==> src/rtl/qspi_line_fetcher.sv <==
// Quad-output (6Bh) SPI burst reader: shifts out CMD+ADDR on io0, waits the dummy
// clocks, then captures NIBBLE_COUNT nibbles from io[3:0] into a line buffer.
module qspi_line_fetcher #(
  parameter int          NIBBLE_COUNT = 136,
  parameter int          DUMMY_SCLKS  = 8,
  parameter logic [7:0]  SPI_CMD      = 8'h6B,
  parameter int          CS_GAP       = 2,
  parameter int          IDX_W        = $clog2(NIBBLE_COUNT)
) (
  input  logic             clk,
  input  logic             reset,
  input  logic             start,
  input  logic [23:0]      start_addr,
  output logic             busy,
  output logic             done,
  input  logic [IDX_W-1:0] rd_idx,
  output logic [3:0]       rd_data,
  output logic             spi_cs,
  output logic             spi_sclk,
  output logic             spi_out0,
  output logic             spi_dir0,
  input  logic [3:0]       spi_in
);

  localparam int CW = $clog2(NIBBLE_COUNT + 32 + DUMMY_SCLKS + CS_GAP + 1);

  localparam logic [2:0] S_IDLE  = 3'd0;
  localparam logic [2:0] S_CMD   = 3'd1;
  localparam logic [2:0] S_ADDR  = 3'd2;
  localparam logic [2:0] S_DUMMY = 3'd3;
  localparam logic [2:0] S_DATA  = 3'd4;
  localparam logic [2:0] S_GAP   = 3'd5;

  localparam logic [CW-1:0] CMD_LAST   = CW'(7);
  localparam logic [CW-1:0] ADDR_LAST  = CW'(23);
  localparam logic [CW-1:0] DUMMY_LAST = CW'(DUMMY_SCLKS - 1);
  localparam logic [CW-1:0] DATA_LAST  = CW'(NIBBLE_COUNT - 1);
  localparam logic [CW-1:0] GAP_LAST   = CW'(CS_GAP - 1);

  logic [2:0]    state_q, state_d;
  logic [CW-1:0] cnt_q, cnt_d;
  logic [31:0]   shreg_q, shreg_d;
  logic          sclk_q, sclk_d;
  logic          cs_q, cs_d;
  logic          dir0_q, dir0_d;
  logic          busy_q, busy_d;
  logic          done_q, done_d;
  logic [3:0]    rd_data_q;
  logic [3:0]    line_q [NIBBLE_COUNT];

  logic             we;
  logic [IDX_W-1:0] widx;
  logic             in_range;

  // A pulse ends when sclk is high; that edge both shifts io0 and samples io[3:0].
  assign we       = (state_q == S_DATA) && sclk_q;
  assign widx     = IDX_W'(cnt_q);
  assign in_range = ({1'b0, rd_idx} < (IDX_W+1)'(NIBBLE_COUNT));

  always_comb begin
    state_d = state_q;
    cnt_d   = cnt_q;
    shreg_d = shreg_q;
    sclk_d  = sclk_q;
    cs_d    = cs_q;
    dir0_d  = dir0_q;
    busy_d  = busy_q;
    done_d  = done_q;
    case (state_q)
      S_IDLE: begin
        if (start) begin
          shreg_d = {SPI_CMD, start_addr};
          cs_d    = 1'b1;
          sclk_d  = 1'b0;
          busy_d  = 1'b1;
          cnt_d   = '0;
          state_d = S_CMD;
        end
      end
      S_CMD, S_ADDR, S_DUMMY, S_DATA: begin
        sclk_d = ~sclk_q;
        if (sclk_q) begin
          // Zero-fill means io0 is already 0 once all 32 header bits are out.
          shreg_d = {shreg_q[30:0], 1'b0};
          cnt_d   = cnt_q + CW'(1);
          case (state_q)
            S_CMD: if (cnt_q == CMD_LAST) begin
              state_d = S_ADDR;
              cnt_d   = '0;
            end
            S_ADDR: if (cnt_q == ADDR_LAST) begin
              state_d = S_DUMMY;
              cnt_d   = '0;
              dir0_d  = 1'b1;
            end
            S_DUMMY: if (cnt_q == DUMMY_LAST) begin
              state_d = S_DATA;
              cnt_d   = '0;
            end
            S_DATA: if (cnt_q == DATA_LAST) begin
              state_d = S_GAP;
              cnt_d   = '0;
              cs_d    = 1'b0;
              dir0_d  = 1'b0;
            end
            default: ;
          endcase
        end
      end
      S_GAP: begin
        if (done_q) begin
          done_d  = 1'b0;
          busy_d  = 1'b0;
          state_d = S_IDLE;
        end else if (cnt_q == GAP_LAST) begin
          done_d = 1'b1;
        end else begin
          cnt_d = cnt_q + CW'(1);
        end
      end
      default: state_d = S_IDLE;
    endcase
  end

  always_ff @(posedge clk or negedge reset) begin
    if (!reset) begin
      state_q   <= S_IDLE;
      cnt_q     <= '0;
      shreg_q   <= '0;
      sclk_q    <= 1'b0;
      cs_q      <= 1'b0;
      dir0_q    <= 1'b0;
      busy_q    <= 1'b0;
      done_q    <= 1'b0;
      rd_data_q <= '0;
    end else begin
      state_q   <= state_d;
      cnt_q     <= cnt_d;
      shreg_q   <= shreg_d;
      sclk_q    <= sclk_d;
      cs_q      <= cs_d;
      dir0_q    <= dir0_d;
      busy_q    <= busy_d;
      done_q    <= done_d;
      rd_data_q <= in_range ? line_q[rd_idx] : 4'h0;
    end
  end

  // Buffer keeps its contents across reset.
  always_ff @(posedge clk) begin
    if (we) line_q[widx] <= spi_in;
  end

  assign busy     = busy_q;
  assign done     = done_q;
  assign rd_data  = rd_data_q;
  assign spi_cs   = cs_q;
  assign spi_sclk = sclk_q;
  assign spi_out0 = shreg_q[31];
  assign spi_dir0 = dir0_q;

endmodule

==> config.mk <==
export PLATFORM = sky130hd
export DESIGN_NAME = qspi_line_fetcher
export DESIGN_NICKNAME = d
export VERILOG_FILES = /design/src/rtl/qspi_line_fetcher.sv
export SDC_FILE = /design/constraint.sdc
export NUM_CORES = 1
export LEC_CHECK = 0
export CAP_MARGIN = 20
export CORE_MARGIN = 2
export CORE_UTILIZATION = 50
export CTS_CLUSTER_DIAMETER = 120
export CTS_CLUSTER_SIZE = 24
export DETAILED_ROUTE_END_ITERATION = 12
export PLACE_DENSITY = 0.66
export SLEW_MARGIN = 20
export SYNTH_ARGS = -nofsm -noshare
export SYNTH_HDL_FRONTEND = slang
export SYNTH_SLANG_ARGS = --single-unit
export TNS_END_PERCENT = 20
==> constraint.sdc <==
create_clock -name clk -period 2.8 [get_ports clk]
set_clock_uncertainty 0.05 [all_clocks]
set_input_delay 0.56 -clock clk [delete_from_list [all_inputs] [get_ports clk]]
set_output_delay 0.56 -clock clk [all_outputs]
set_load 0.02 [all_outputs]
* Word-level counts from Yosys, hierarchy flattened
Memory sizes are Yosys's and may differ from the RTL's.
Cells that the tools add are included.
** Operators by class
- Reduce and logical (&&, ||, !) cells :: 15
- Bitwise operators :: 1
- Eq/ne operators :: 23
- $lt $le $gt $ge :: 1
- Add/subtract/negate cells :: 1
- Muxes and demuxes :: 37
** Operators with widths (number)
- 32-bit two-way mux :: 2
- 32-bit one-hot mux with 2 select lines :: 1
- 8-bit two-way mux :: 7
- 8-bit one-hot mux with 3 select lines :: 2
- 3-bit two-way mux :: 7
- 2-bit != test (second input constant) :: 8
- 5-bit AND reduction :: 3
- 3-bit != test (second input constant) :: 4
- 3-bit one-hot mux with 4 select lines :: 1
- 1-bit two-way mux :: 11
- 3-bit one-hot mux with 3 select lines :: 1
- 8-bit by 1-bit adder with 8-bit output (second input constant) :: 1
- 8-bit by 1-bit equality test with 1-bit output (second input constant) :: 1
- 8-bit by 3-bit equality test with 1-bit output (second input constant) :: 1
- 8-bit by 5-bit equality test with 1-bit output (second input constant) :: 1
- 8-bit equality test (second input constant) :: 1
- 8-bit less-than comparator (second input constant) :: 1
- 1-bit one-hot mux with 2 select lines :: 4
- 8-bit AND reduction :: 1
- 3-bit by 2-bit equality test with 1-bit output (second input constant) :: 2
- 3-bit equality test (second input constant) :: 2
- 3-bit AND reduction :: 2
- 2-bit nonzero test :: 3
- 5-bit != test (second input constant) :: 1
- other kinds (10) :: 10
** Word-level totals
- Memories :: 1
- Output and inout port bits :: 10
- Bits in writable memories :: 544
- Input port bits :: 39
- Word-level logic and storage cells :: 88
- Bits in registers :: 52
** Memories
- line_q :: depth 136, bits a word 4, rd ports 1, clocked after memory_dff 0, write ports 1, line 49 : logic [3:0] line_q [NIBBLE_COUNT];

* Longest topological paths before layout
Gate-level depths: netlist of the first run.
- Word-level depth :: 5
- Depth in mapped cells :: 11
- Mapped depth without buffers :: 7

* Worst setup path after synthesis of the first run
Ideal clock, no wire load.
- Kind :: input to register
- From :: input rd_idx[0]
- To :: register rd_data_q[0], in the netlist rd_data[0]
- Data arrival time :: 2233 ps
- Stages :: 8
- Setup slack :: 388 ps
- Path buffers :: 2
- Library setup time :: 129 ps
- Data required time :: 2621 ps
- Path through :: buf_4 -> buf_6 -> mux4_2 -> mux4_2 -> nand2_1 -> o2111ai_1 -> a31oi_1 -> a211oi_1
** Between the ends
- Cells in the longest elaborated chain, start to end :: 2
- Elaborated cells on any way between the ends :: 3
- Classes of those cells :: 1 x order compare; 1 x mux; 1 x memory
** Ends and longest elaborated chain
- start: declaration :: line 16 : input logic [IDX_W-1:0] rd_idx,
- memory read 136 x 4 bit or 8-bit less-than comparator (tied branches)
- 4-bit two-way mux (*) :: line 145 : rd_data_q <= in_range ? line_q[rd_idx] : 4'h0;
- end signal: assignment :: line 145
- end: declaration :: line 48 : logic [3:0] rd_data_q;
Mark *: on every way between the ends. The rest lies on a longest branch, timed or not.
A chain may end at the register's enable or synchronous reset.

* Worst setup path after layout of the first run
- From :: register sclk_q, in the netlist spi_sclk
- To :: memory line_q[66][0] (enable)
** Between the ends
- Cells in the longest elaborated chain, start to end :: 3
** Ends and longest elaborated chain
- start: declaration :: line 43 : logic sclk_q, sclk_d;
- start signal: assignment :: line 140 : sclk_q <= sclk_d;
- 1-bit logical AND :: line 56 : assign we = (state_q == S_DATA) && sclk_q;
- 1-bit two-way mux :: line 151 : if (we) line_q[widx] <= spi_in;
- 1-bit two-way mux (implied by the code) :: line 151
- end: declaration :: line 49
No other way between the ends.

==> impl_metrics.toml, run 1 <==
[outcome]
status = "finished clean"

[critical_path]
cp_slowest_stage_delay_ns = 0.56
start_kind = "register"
worstSetupPathType = "reg -> reg"
worstPathRequired_ns = 3.01
cp_cell_sequence = "nand3_1, nor3_1, nand2_1, nor2_1"
end_kind = "register"
critPathArrivalTime_ns = 2.96
critPathTopFamily = "simple AND/OR/NAND/NOR gates"
path_max_fanout = 10
cp_slowest_cell = "dfrtp_1"
critPathBufInv = 0

[placed_design]
io_buffers = 48
pre_cts_ws_ns = -0.0427
dpl_cell_area_um2 = 26000
dpl.cell_count = 2077
gp_congestion = 0.880
dp_hpwl_um = 36900

[yosys]
yosys.area.top_type = "edfxtp_1"
ys_ff_latch = 596
synth-edff-count = 544
synth_area_um2 = 24400
yosys.cell_types.count = 59
syn_nets = 1458
ys.flop_type = "edfxtp_1"
syn-instance-count = 1414
yosys_warnings = 0
async_flop_share_pct = 8.72
synthTopCellsByCount = "edfxtp_1, nor2_1, mux2i_1, mux4_2, nand2_1"
ys_seq_area_share_pct = 72.4
yosysMostFrequentCell = "edfxtp_1"
yosys.area.top_type_share_pct = 67.1
synth.area.top_cells = "edfxtp_1, mux4_2, dfrtp_1, mux2i_1, nor2_1"
postSynthAreaPerCell_um2 = 17.2

[route]
routed_wirelength_um = 55400
drc = 0
wl_per_cell_um = 26.1
drtPass1Iterations = 5
antenna_left = 0
drt_first_iter_violations = 1573
via_per_inst = 6.08
via_count = 12900

[finish]
fin_nets = 1537
fin_cells = 2122
syn_to_final_growth_pct = 9.88
design_area_um2 = 26800
n_fill_cell = 3629
fin_util_pct = 55.8
final_layout_size_suffix_gt1_share_pct = 16.9

[floorplan]
dieArea_um2 = 50500
chipHeight_um = 225
die_w_um = 225
start_util_pct = 50.8
core_um2 = 47900
ios = 49
rows = 80

[power]
ir_drop_mv = 0.542
totalPowerFinal_mw = 17.8
power_density_nw_per_um2 = 666
p_leak_nw = 8.72

[timing]
fin_ws_ns = 0.0458
rsz0062_at_grt = "yes"
worst_pin_slew_ns = 0.962
worst_hold_slack_ns = 0.262
final.setup.tns_ns = 0
period_needed_ns = 2.75
finalSetupViolCount = 0
hold_viol = 0
slew_viol_final = 0
max_freq_mhz = 363
timing.final.crit_share_pct = 98.4
slew-limit-headroom_pct = 35.7

[clock_network]
path_clk_slew_ns = 0.11
clock_latency_ns = 0.60
clockBufferDepth = 3
post_cts_buffers = 0
cts_root_buf = "clkbuf_16"
htree_levels = 1
numCtsBuffers = 28
cts_tree = "built"
clock_sinks = 596

[hold_path]
hp-class = "in -> async"

[grt]
grt_max_degree = 137
grt_pass1_vias = 12900
grt_overflow = 0
grt_use_total_pct = 22.1
antenna_found_initial = 1
grt_pass1_wl_um = 82300

[job]
cap_viol_max_count = 0
## final timing paths
check	startpoint	endpoint	slack (ns)	cells past startpoint
max in group asynchronous	reset	cnt_q[3]	1.54	3
worst max-delay path	spi_sclk	line_q[66][0]	0.05	4
min in group clk	spi_in[3]	line_q[110][3]	0.34	1
worst max register to register	spi_sclk	line_q[66][0]	0.05	4
worst min register to register	spi_dir0	spi_dir0	0.45	1
worst min-delay path	reset	rd_data[1]	0.26	2
## worst reg2reg max path: cells and delay by family, from the launching register on
kind	cells	cell delay, ns
AND/OR/NAND/NOR	4	1.81
flip-flops	1	0.56
## cell families after synthesis
family	Yosys count	synth area share, %
AOI/OAI and AO/OA	156	4.38
xor gates and xnor gates	2	0.0719
adders and majority gates	5	0.257
buffers and inverters	93	2.11
DFF	596	72.4
muxes	230	14.9
and+or+nand+nor	332	5.93
## state kept, by name, summed over array words and instances, names as in the netlist, 3 cells and up
| name | flops |
|---|---|
| shreg_q | 32 |
| cnt_q | 8 |
| rd_data | 4 |
| state_q | 3 |
| line_q | 544 |
## layout by cell type, fill, tap and decap left out, drive strengths merged, types with 2 or more instances in the layout
| cell | count |
|---|---|
| mux2 | 14 |
| ha | 5 |
| nor4 | 2 |
| nor2 | 186 |
| clkdlybuf4s50 | 40 |
| mux4 | 104 |
| dfrtp | 52 |
| nand2b | 3 |
| xnor2 | 2 |
| o211ai | 2 |
| and3 | 4 |
| a221oi | 3 |
| edfxtp | 544 |
| mux2i | 112 |
| buf | 88 |
| inv | 13 |
| nand3b | 4 |
| nand2 | 62 |
| a21oi | 44 |
| and2 | 3 |
| a311oi | 3 |
| a32oi | 3 |
| o22a | 3 |
| a22o | 8 |
| o21ai | 17 |
| a32o | 2 |
| nand4 | 7 |
| clkbuf | 41 |
| nor2b | 19 |
| a22oi | 30 |
| a31oi | 14 |
| nor3b | 2 |
| nor3 | 6 |
| a211oi | 7 |
| or2 | 2 |
| o22ai | 2 |
| nand3 | 28 |
| a21o | 6 |
| o21a | 2 |
## power breakdown
group          switching, mW  leakage, nW  internal, mW  total, mW
logic                   1.78         2.85          1.28       3.06
registers              0.210         5.49          10.0       10.2
clock network           2.60        0.381          1.96       4.56
total                   4.59         8.72          13.3       17.8
## area by class of cell
| type | count | area (um2) | area share [%] |
|---|---|---|---|
| sequential | 596 | 17600 | 65.9 |
| inverter | 13 | 48.8 | 0.182 |
| multi-input combinational | 725 | 6240 | 23.3 |
| antenna | 1 | 2.50 | 0.00935 |
| clock buffer | 41 | 749 | 2.80 |
| clock inverter | 2 | 46.3 | 0.173 |
| tap | 615 | 769 | 2.87 |
| timing repair buffer | 129 | 1280 | 4.77 |
## repair_timing
action,in CTS,in global routing
resized for setup,1,3
hold buffers,1,0
endpoints found under the setup margin,4,150
hold endpoints to repair,4,0
## per-layer routing
| layer | vias to the layer above | share of wire (%) | global-route usage, % |
|---|---|---|---|
| li1 | 5696 | - | - |
| met1 | 6668 | 42 | 31.5 |
| met2 | 473 | 48 | 36.1 |
| met3 | 69 | 7.0 | 3.10 |
| met4 | 0 | 2.7 | 6.32 |
| met5 | - | 0 | 0 |
Note: power is estimated with default switching activity, not from simulation.
==> run 2, diff against run 1 <==
RECOVER_POWER = 25   (was not set)
==> impl_metrics.toml, run 2 (synthesized netlist as in run 1, its figures left out) <==
[clock_network]
clock_sinks = 596
htree_levels = 1
post_cts_buffers = 0
numCtsBuffers = 28
clockBufferDepth = 3
cts_tree = "built"
cts_root_buf = "clkbuf_16"
path_clk_slew_ns = 0.10
clock_latency_ns = 0.60

[finish]
syn_to_final_growth_pct = 9.65
design_area_um2 = 26700
final_layout_size_suffix_gt1_share_pct = 16.6
largest_register_ff_count = 544
layout_commonest_cell = "edfxtp_1"
top_regs = "line_q: 544 flops, shreg_q: 32 flops, cnt_q: 8 flops"
top_register = "line_q"
fin_nets = 1537
n_fill_cell = 3637
final_cell_mix = "edfxtp_1, nor2_1, mux2i_1"
fin_cells = 2122

[route]
routed_wirelength_um = 55600
via_count = 12900
drc = 0
drtPass1Iterations = 5
via_per_inst = 6.10
antenna_left = 0
drt_first_iter_violations = 1546
wl_per_cell_um = 26.2

[grt]
grt_use_total_pct = 22.1
grt_pass1_vias = 12900
grt_max_degree = 137
grt_overflow = 0
grt_pass1_wl_um = 82300
antenna_found_initial = 1

[critical_path]
end_kind = "register"
worstPathRequired_ns = 3.01
worstSetupPathType = "reg -> reg"
path_max_fanout = 9
cp_slowest_stage_delay_ns = 0.54
reg2reg_to = "line_q[80][1]"
r2r_slack_ns = 0.04
cp_cell_sequence = "nor2_1, nand3_1, nor3_1, nand2_1, nor2_1"
cp_slowest_cell = "nand2_1"
start_kind = "register"
critPathArrivalTime_ns = 2.96
cp_common_cell = "nor2_1"
r2r_start = "state_q[1]"
reg2reg_depth = 5

[timing]
period_needed_ns = 2.76
slew_viol_final = 133
hold_viol = 0
finalSetupViolCount = 0
rsz0062_at_grt = "yes"
max_freq_mhz = 363
timing.final.crit_share_pct = 98.5
worst_pin_slew_ns = 1.65
worst_hold_slack_ns = 0.351
slew-limit-headroom_pct = -10.2

[outcome]
violations = "capacitance limit, slew limit"
status = "finished, violations left"

[placed_design]
dpl_cell_area_um2 = 26000
gp_congestion = 0.880
dp_hpwl_um = 36900
io_buffers = 48
dpl.cell_count = 2077

[power]
p_leak_nw = 8.69
totalPowerFinal_mw = 17.8
power_density_nw_per_um2 = 668
ir_drop_mv = 0.542

[floorplan]
dieArea_um2 = 50500
die_w_um = 225
core_um2 = 47900
ios = 49
chipHeight_um = 225
rows = 80
start_util_pct = 50.8

[job]
cap_viol_max_count = 1

[hold_path]
hp-class = "in -> async"
-- run 2: cell count changes in the layout (fill, tap and decap cells not counted) --
| cell | before | now |
|---|---|---|
| buf_4 | 69 | 65 |
| clkbuf_1 | 13 | 17 |
| buf_12 | 16 | 13 |
| clkbuf_4 | 0 | 2 |
| buf_2 | 1 | 2 |
-- run 2: repair_timing --
item	4_1_cts	5_1_grt
hold buffers	1	0
setup endpoints to repair	4	150
resized for setup	1	3
endpoints found under the hold margin	4	0
cloned	0	0
-- run 2: final cells by class --
class                           count  area, um2  area share [%]
Antenna cell                        1       2.50         0.00937
Tap cell                          615        769            2.88
Timing Repair Buffer              129       1220            4.57
Inverter                           13       48.8           0.183
Sequential cell                   596      17600            66.0
Multi-Input combinational cell    725       6240            23.4
Clock buffer                       41        749            2.81
Clock inverter                      2       46.3           0.173
-- run 2: power by group --
group | switching, mW | internal (mW) | total [mW]
Combinational | 1.77 | 1.27 | 3.04
Clock | 2.61 | 1.96 | 4.57
Sequential | 0.209 | 10.0 | 10.2
Total | 4.59 | 13.2 | 17.8
-- run 2: routing by layer --
layer	track usage [%]	part of all wire, %
met1	31.5	41
met2	36.1	49
met3	3.10	7.3
met4	6.32	2.7
met5	0	0
-- run 2: worst max path at each step --
stage | from | to | slack (ns) | cells past startpoint
final | state_q[1] | line_q[80][1] | 0.04 | 5
after global placement | rd_idx[1] | rd_data[3] | -0.06 | 8
after detailed placement | rd_idx[1] | rd_data[3] | -0.04 | 8
after global routing | spi_sclk | line_q[96][3] | -0.15 | 4
after CTS | state_q[0] | line_q[98][3] | 0.03 | 5
after floorplan | rd_idx[0] | rd_data[0] | 0.39 | 8
-- run 2: worst max-delay path: cells and delay by family (launching register included) --
family,cells,cell delay [ns]
flip-flops,1,0.42
AND/OR/NAND/NOR,5,1.94
-- run 2: through the flow --
step / worst slack (ns) / utilization [%] / TNS [ns]
after floorplan: 0.388 / - / 0
after global placement: -0.0622 / 54.1 / -0.0861
after detailed placement: -0.0427 / 54.1 / -0.0802
after CTS: 0.0327 / 55.8 / 0
after global routing: -0.146 / 55.7 / -11.28
final: 0.0422 / 55.7 / 0
==> run 3, diff against run 2 <==
GPL_TIMING_DRIVEN = 1   (was not set)
==> results of run 3 <==
No change in the layout: final DEF, timing and power equal those of run 2.
